## src/rtl/disp_arb_pkg.sv

```systemverilog
// Shared types and helpers for the seven-segment display share arbiter.
package disp_arb_pkg;

  typedef enum logic {
    IDLE = 1'b0,
    OWN  = 1'b1
  } arb_state_e;

  localparam int DWELL_CYC_DEF = 10000000;
  localparam int MAX_REQ       = 8;

  function automatic logic [MAX_REQ-1:0] onehot(input logic [2:0] id);
    onehot = 8'd1 << id;
  endfunction

endpackage

```

## src/rtl/disp_share_arbiter_rr_next_picker.sv

```systemverilog
// Combinational round-robin finder: first requester after last_id, wrapping,
// with last_id itself as the final candidate and an optional excluded index.
module rr_next_picker
  import disp_arb_pkg::*;
#(
  parameter int N_REQ = 4,
  parameter int ID_W  = 2
) (
  input  logic [N_REQ-1:0] req,
  input  logic [ID_W-1:0]  last_id,
  input  logic             exclude_en,
  input  logic [ID_W-1:0]  exclude_id,
  output logic             found,
  output logic [ID_W-1:0]  pick_id
);

  logic            found_s;
  logic [ID_W-1:0] pick_s;
  logic [ID_W-1:0] idx_s;
  logic            hit_s;
  int              idx_full_s;

  // Scan farthest candidate first so the nearest hit overwrites it.
  always_comb begin
    found_s    = 1'b0;
    pick_s     = '0;
    idx_s      = '0;
    hit_s      = 1'b0;
    idx_full_s = 0;
    for (int k = N_REQ; k >= 1; k--) begin
      idx_full_s = (int'(last_id) + k) % N_REQ;
      idx_s      = idx_full_s[ID_W-1:0];
      hit_s      = req[idx_s] && !(exclude_en && (idx_s == exclude_id));
      if (hit_s) begin
        found_s = 1'b1;
        pick_s  = idx_s;
      end else begin
        found_s = found_s;
        pick_s  = pick_s;
      end
    end
  end

  assign found   = found_s;
  assign pick_id = pick_s;

endmodule

```

## src/rtl/disp_share_arbiter.sv

```systemverilog
// Round-robin owner of the shared seven-segment display path with minimum
// dwell, a "next" button override and a lock that keeps the owner past dwell.
module disp_share_arbiter
  import disp_arb_pkg::*;
#(
  parameter  int N_REQ     = 4,
  parameter  int DWELL_CYC = DWELL_CYC_DEF,
  localparam int ID_W      = $clog2(N_REQ)
) (
  input  logic                clk,
  input  logic                rst,
  input  logic [N_REQ-1:0]    req,
  input  logic [32*N_REQ-1:0] data_in,
  input  logic                next_btn,
  input  logic                lock,
  output logic [N_REQ-1:0]    grant,
  output logic [ID_W-1:0]     cur_id,
  output logic                disp_valid,
  output logic [31:0]         disp_data
);

  localparam int          DW        = (DWELL_CYC > 1) ? $clog2(DWELL_CYC) : 1;
  localparam logic [DW-1:0] DWELL_MAX = DW'(DWELL_CYC - 1);

  arb_state_e         state_r, state_s;
  logic [N_REQ-1:0]   grant_s;
  logic [ID_W-1:0]    cur_id_s;
  logic [ID_W-1:0]    last_id_r;
  logic [DW-1:0]      dwell_r, dwell_s;
  logic               take_s;
  logic               excl_en_s;
  logic               expired_s;
  logic               found_s;
  logic [ID_W-1:0]    pick_s;
  logic [MAX_REQ-1:0] oh_s;
  logic [31:0]        words_s [N_REQ];

  for (genvar g = 0; g < N_REQ; g++) begin : g_words
    assign words_s[g] = data_in[32*g +: 32];
  end

  rr_next_picker #(
    .N_REQ (N_REQ),
    .ID_W  (ID_W)
  ) u_picker (
    .req        (req),
    .last_id    (last_id_r),
    .exclude_en (excl_en_s),
    .exclude_id (cur_id),
    .found      (found_s),
    .pick_id    (pick_s)
  );

  // Next-state decode; take_s marks a hand-over to pick_s on the next edge.
  always_comb begin
    excl_en_s = (state_r == OWN) && req[cur_id];
    expired_s = (dwell_r == DWELL_MAX);
    oh_s      = onehot(3'(pick_s));
    state_s   = state_r;
    grant_s   = grant;
    cur_id_s  = cur_id;
    dwell_s   = dwell_r;
    take_s    = 1'b0;
    case (state_r)
      IDLE: begin
        if (found_s) begin
          take_s = 1'b1;
        end else begin
          take_s = 1'b0;
        end
      end
      OWN: begin
        if (!req[cur_id]) begin
          if (found_s) begin
            take_s = 1'b1;
          end else begin
            state_s  = IDLE;
            grant_s  = '0;
            cur_id_s = '0;
            dwell_s  = '0;
          end
        end else if (next_btn || (expired_s && !lock)) begin
          if (found_s) begin
            take_s = 1'b1;
          end else begin
            dwell_s = '0;
          end
        end else if (expired_s) begin
          dwell_s = DWELL_MAX;
        end else begin
          dwell_s = dwell_r + 1'b1;
        end
      end
      default: begin
        state_s  = IDLE;
        grant_s  = '0;
        cur_id_s = '0;
        dwell_s  = '0;
      end
    endcase
  end

  // Ownership registers; a hand-over restarts dwell and moves the search origin.
  always_ff @(posedge clk or posedge rst) begin
    if (rst) begin
      state_r   <= IDLE;
      grant     <= '0;
      cur_id    <= '0;
      last_id_r <= ID_W'(N_REQ - 1);
      dwell_r   <= '0;
    end else if (take_s) begin
      state_r   <= OWN;
      grant     <= oh_s[N_REQ-1:0];
      cur_id    <= pick_s;
      last_id_r <= pick_s;
      dwell_r   <= '0;
    end else begin
      state_r   <= state_s;
      grant     <= grant_s;
      cur_id    <= cur_id_s;
      dwell_r   <= dwell_s;
    end
  end

  // Display word follows the registered owner, one edge behind the grant.
  always_ff @(posedge clk or posedge rst) begin
    if (rst) begin
      disp_valid <= 1'b0;
      disp_data  <= 32'd0;
    end else if (state_r == OWN) begin
      disp_valid <= 1'b1;
      disp_data  <= words_s[cur_id];
    end else begin
      disp_valid <= 1'b0;
      disp_data  <= 32'd0;
    end
  end

endmodule

```

## config.mk

```make
export PLATFORM = sky130hd
export DESIGN_NAME = disp_share_arbiter
export DESIGN_NICKNAME = d
export VERILOG_FILES = /design/src/rtl/disp_arb_pkg.sv /design/src/rtl/disp_share_arbiter_rr_next_picker.sv /design/src/rtl/disp_share_arbiter.sv
export SDC_FILE = /design/constraint.sdc
export NUM_CORES = 1
export LEC_CHECK = 0
export ABC_AREA = 1
export BUFFER_PORTS_ARGS = -buffer_cell sky130_fd_sc_hd__buf_2
export CAP_MARGIN = 10
export CORE_MARGIN = 10
export CORE_UTILIZATION = 49
export CTS_CLUSTER_SIZE = 24
export DETAILED_ROUTE_END_ITERATION = 10
export PLACE_DENSITY_LB_ADDON = 0.3
export SYNTH_ARGS = -nofsm -noshare
export SYNTH_HDL_FRONTEND = slang
export SYNTH_SLANG_ARGS = --single-unit
```

## constraint.sdc

```tcl
create_clock -name clk -period 2.2 [get_ports clk]
set_input_delay 0.22 -clock clk [delete_from_list [all_inputs] [get_ports clk]]
set_output_delay 0.22 -clock clk [all_outputs]
set_load 0.005 [all_outputs]
```

==> impl_metrics.tcl <==
set metrics [dict create \
    outcome "completed" \
    io-pin-count 175 \
    regToRegSetupSlack_ns 0.14 \
    comb_power_share 0.564 \
    grt_use_total 0.2255 \
    die_area_um2 13030 \
    p_int_uw 3724 \
    synth_seq_area_share 0.3807 \
    synth_nets 790 \
    yosys_warnings 0 \
    setup_slack_ns 0.1416 \
    viasPerCell 5.327 \
    min_path_cells 3 \
    pwr-share-seq 0.273 \
    finalSetupViolCount 0 \
    fin_crit_sh 0.9357 \
    cts_tree "yes" \
    die_h_um 114.2 \
    gr-total-overflow 0 \
    drc 0 \
    synth.distinct_cells 35 \
    routedWlPerCell_um 16.27 \
    avgSynthCellArea_um2 6.655 \
    firstDrtPassIters 5 \
    switching_share 0.4649 \
    clock.fmax_ghz 0.4858 \
    drt_iter0_drc 334 \
    worstPathCellList "ha_2 -> nand2_2 -> nor2_2 -> nand3_2 -> nor2_2 -> nand3_1 -> nand3_2 -> buf_6 -> o21ai_0 -> buf_4 -> o21ai_0 -> nand2_1 -> nand2_1" \
    cp_max_fo 8 \
    leakagePower_uw 0.002870 \
    rsz0062_at_grt "no" \
    std_cell_rows 34 \
    slew_headroom 0.5666 \
    end_kind "register" \
    antenna_found_initial 1 \
    synthFlopType "dfrtp_1" \
    fin_nets 965 \
    place_ws_ns -0.03848 \
    cts_made_buffers 9 \
    initial_utilization 0.5007 \
    io_buffers 174 \
    insertion_delay_ns 0.35 \
    clock-sinks 66 \
    switching_power_uw 3235 \
    drive_gt1_frac 0.2945 \
    hold_class "input port to register" \
    tns_ns 0 \
    synth_enable_flop_cells 0 \
    grt_max_degree 67 \
    min_period_ns 2.058 \
    critPathSlowestCell "dfrtp_1" \
    place_congestion 0.9936 \
    fin_area_um2 5638 \
    place_area_um2 5348 \
    synth-seq-cells 66 \
    maxSlewViolCount 0 \
    vias 5007 \
    finalNonFillerCells 940 \
    drt_wl_total_um 15300 \
    async_flop_share 1.000 \
    syn_inst 653 \
    cpPeakStageDelay_ns 0.40 \
    diodes 0 \
    clock_path_buffers 2 \
    worstMarginPinSlew_ns 0.6501 \
    cp.arrival_ns 2.35 \
    grt_pass1_vias 4894 \
    critPathLaunchType "register" \
    reg2regPathDepth 13 \
    place_inst 920 \
    core_um2 8678 \
    fp.dieW_um 114.2 \
    hold_violations 0 \
    syn_area_um2 4345 \
    worstPathRequired_ns 2.49 \
    area_delta_synth_final_pct 29.74 \
    antenna_left 0 \
    h-tree-depth 3 \
    clkPwrFrac 0.163 \
    grt_pass1_wl_um 24080 \
    max_cap_viol_count 0 \
    root_buffer "clkbuf_8" \
    hold-worst-slack_ns 0.1531 \
    vdd_drop_max_mv 0.6721 \
    cellPowerDensity_nw_per_um2 1234 \
    clk_pin_slew_ns 0.08 \
    hpwlAfterDp_um 11890 \
    skew_ns 0.01445 \
    critical_path_class "register to register" \
]
## final cells by class
type                    count  area, um^2
repair buffers            195        1047
clock inverters             6       92.59
flip-flops and latches     66        1655
clock buffers               9       123.9
inverters                  47       183.9
fillers                   806        3040
multi-input cells         509        2400
well taps                 108       135.1
## cells in the mapped netlist (5+ instances only)
cell,n,area share
nor2_1,162,0.14
nand2_1,120,0.10
o21ai_0,88,0.10
dfrtp_1,64,0.37
a21oi_1,42,0.048
inv_1,39,0.034
nand3_1,27,0.031
buf_1,13,0.011
nor3_1,12,0.014
clkbuf_1,10,0.0086
nand4_1,10,0.014
o21ai_1,8,0.0092
xor2_1,8,0.016
inv_2,7,0.0060
buf_2,5,0.0058
nand2_4,5,0.013
nand3_2,5,0.012
## worst max-delay path, delay by kind of cell, from the launching register on
family / cells / cell delay, ns
AND/OR/NAND/NOR: 8 / 0.84
AO/OA/AOI/OAI: 2 / 0.25
adder cells (fa/ha/maj): 1 / 0.20
buffers and inverters: 2 / 0.32
flip-flops: 1 / 0.40
## registers in the layout, summed over array words and instances, names as in the netlist
name	cells
disp_data	32
dwell_r	24
grant	4
cur_id	2
last_id_r	2
disp_valid	1
state_r	1
## through the flow
stage | utilization | power [uW]
4_1_cts | 0.6429 | 6887
6_report | 0.6497 | 6959
3_3_place_gp | 0.6162 | 5615
5_1_grt | 0.6497 | 7543
3_5_place_dp | 0.6162 | 5722
2_1_floorplan | - | 4500
## final timing paths
| check | startpoint | end |
|---|---|---|
| max reg2reg | dwell_r[1]$_DFFE_PP0P_ | dwell_r[19]$_DFFE_PP0P_ |
| max in group asynchronous | rst | last_id_r[0]$_DFFE_PP1N_ |
| min in group asynchronous | rst | dwell_r[21]$_DFFE_PP0P_ |
| max | dwell_r[1]$_DFFE_PP0P_ | dwell_r[19]$_DFFE_PP0P_ |
| min reg2reg | grant[3]$_DFFE_PP0P_ | grant[3]$_DFFE_PP0P_ |
| min | data_in[106] | disp_data[10]$_DFF_PP0_ |
## metal layers
layer  routed length (um)  share of wire  vias to the layer above  global-route usage
li1                     -              -                     2475                   -
met1                 6160           0.40                     2261              0.2792
met2                 7300           0.48                      246              0.3652
met3                 1494          0.098                       23             0.07180
met4                  321          0.021                        2             0.07018
met5                   20         0.0013                        -                   0
## layout by cell type (no fill, tap or decap), types with 2 or more instances in the layout
master      Yosys  layout
dfrtp_1        64      63
nand3_2         5       5
nor2_1        162     162
xnor2_1         2       2
nand2_2         4       5
xor2_1          8       8
nor3_1         12      11
dfstp_2         2       2
a21oi_1        42      42
clkinvlp_4      0       2
inv_2           7       6
o21ai_1         8       9
buf_2           5     174
buf_4           2      18
inv_1          39      38
nand4_1        10      10
nand2_4         5       5
bufinv_16       0       2
nand2_1       120     119
o211ai_1        2       2
clkbuf_8        0       9
nand3_1        27      27
clkinv_4        0       2
o21ai_0        88      87
nor2_2          4       3
## power by group through the flow
stage | Clock [uW] | Sequential (uW) | Combinational (uW)
global route | 1190 | 1940 | 4410
global placement | 0 | 1890 | 3720
detailed placement | 0 | 1910 | 3810
CTS | 1150 | 1900 | 3830
finish | 1140 | 1900 | 3930
floorplan | 0 | 1890 | 2610
## cell families (layout without fill, tap and decap cells)
family / count (synthesis) / count (layout) / share of synthesized area
AO/OA/AOI/OAI: 146 / 146 / 0.1751
flip-flops: 66 / 66 / 0.3807
buffers and inverters: 78 / 257 / 0.07227
XOR/XNOR: 10 / 10 / 0.02016
adder cells (fa/ha/maj): 1 / 1 / 0.002879
AND/OR/NAND/NOR: 352 / 352 / 0.3490
## repair_timing
action / in CTS / in global routing
setup endpoints to repair: 8 / 20
pin swaps: 0 / 1
hold buffers: 1 / 0
endpoints found under the hold margin: 22 / 0
gates resized for setup: 1 / 10
buffers inserted: 0 / 4
Note: power is estimated with default switching activity, not from simulation.
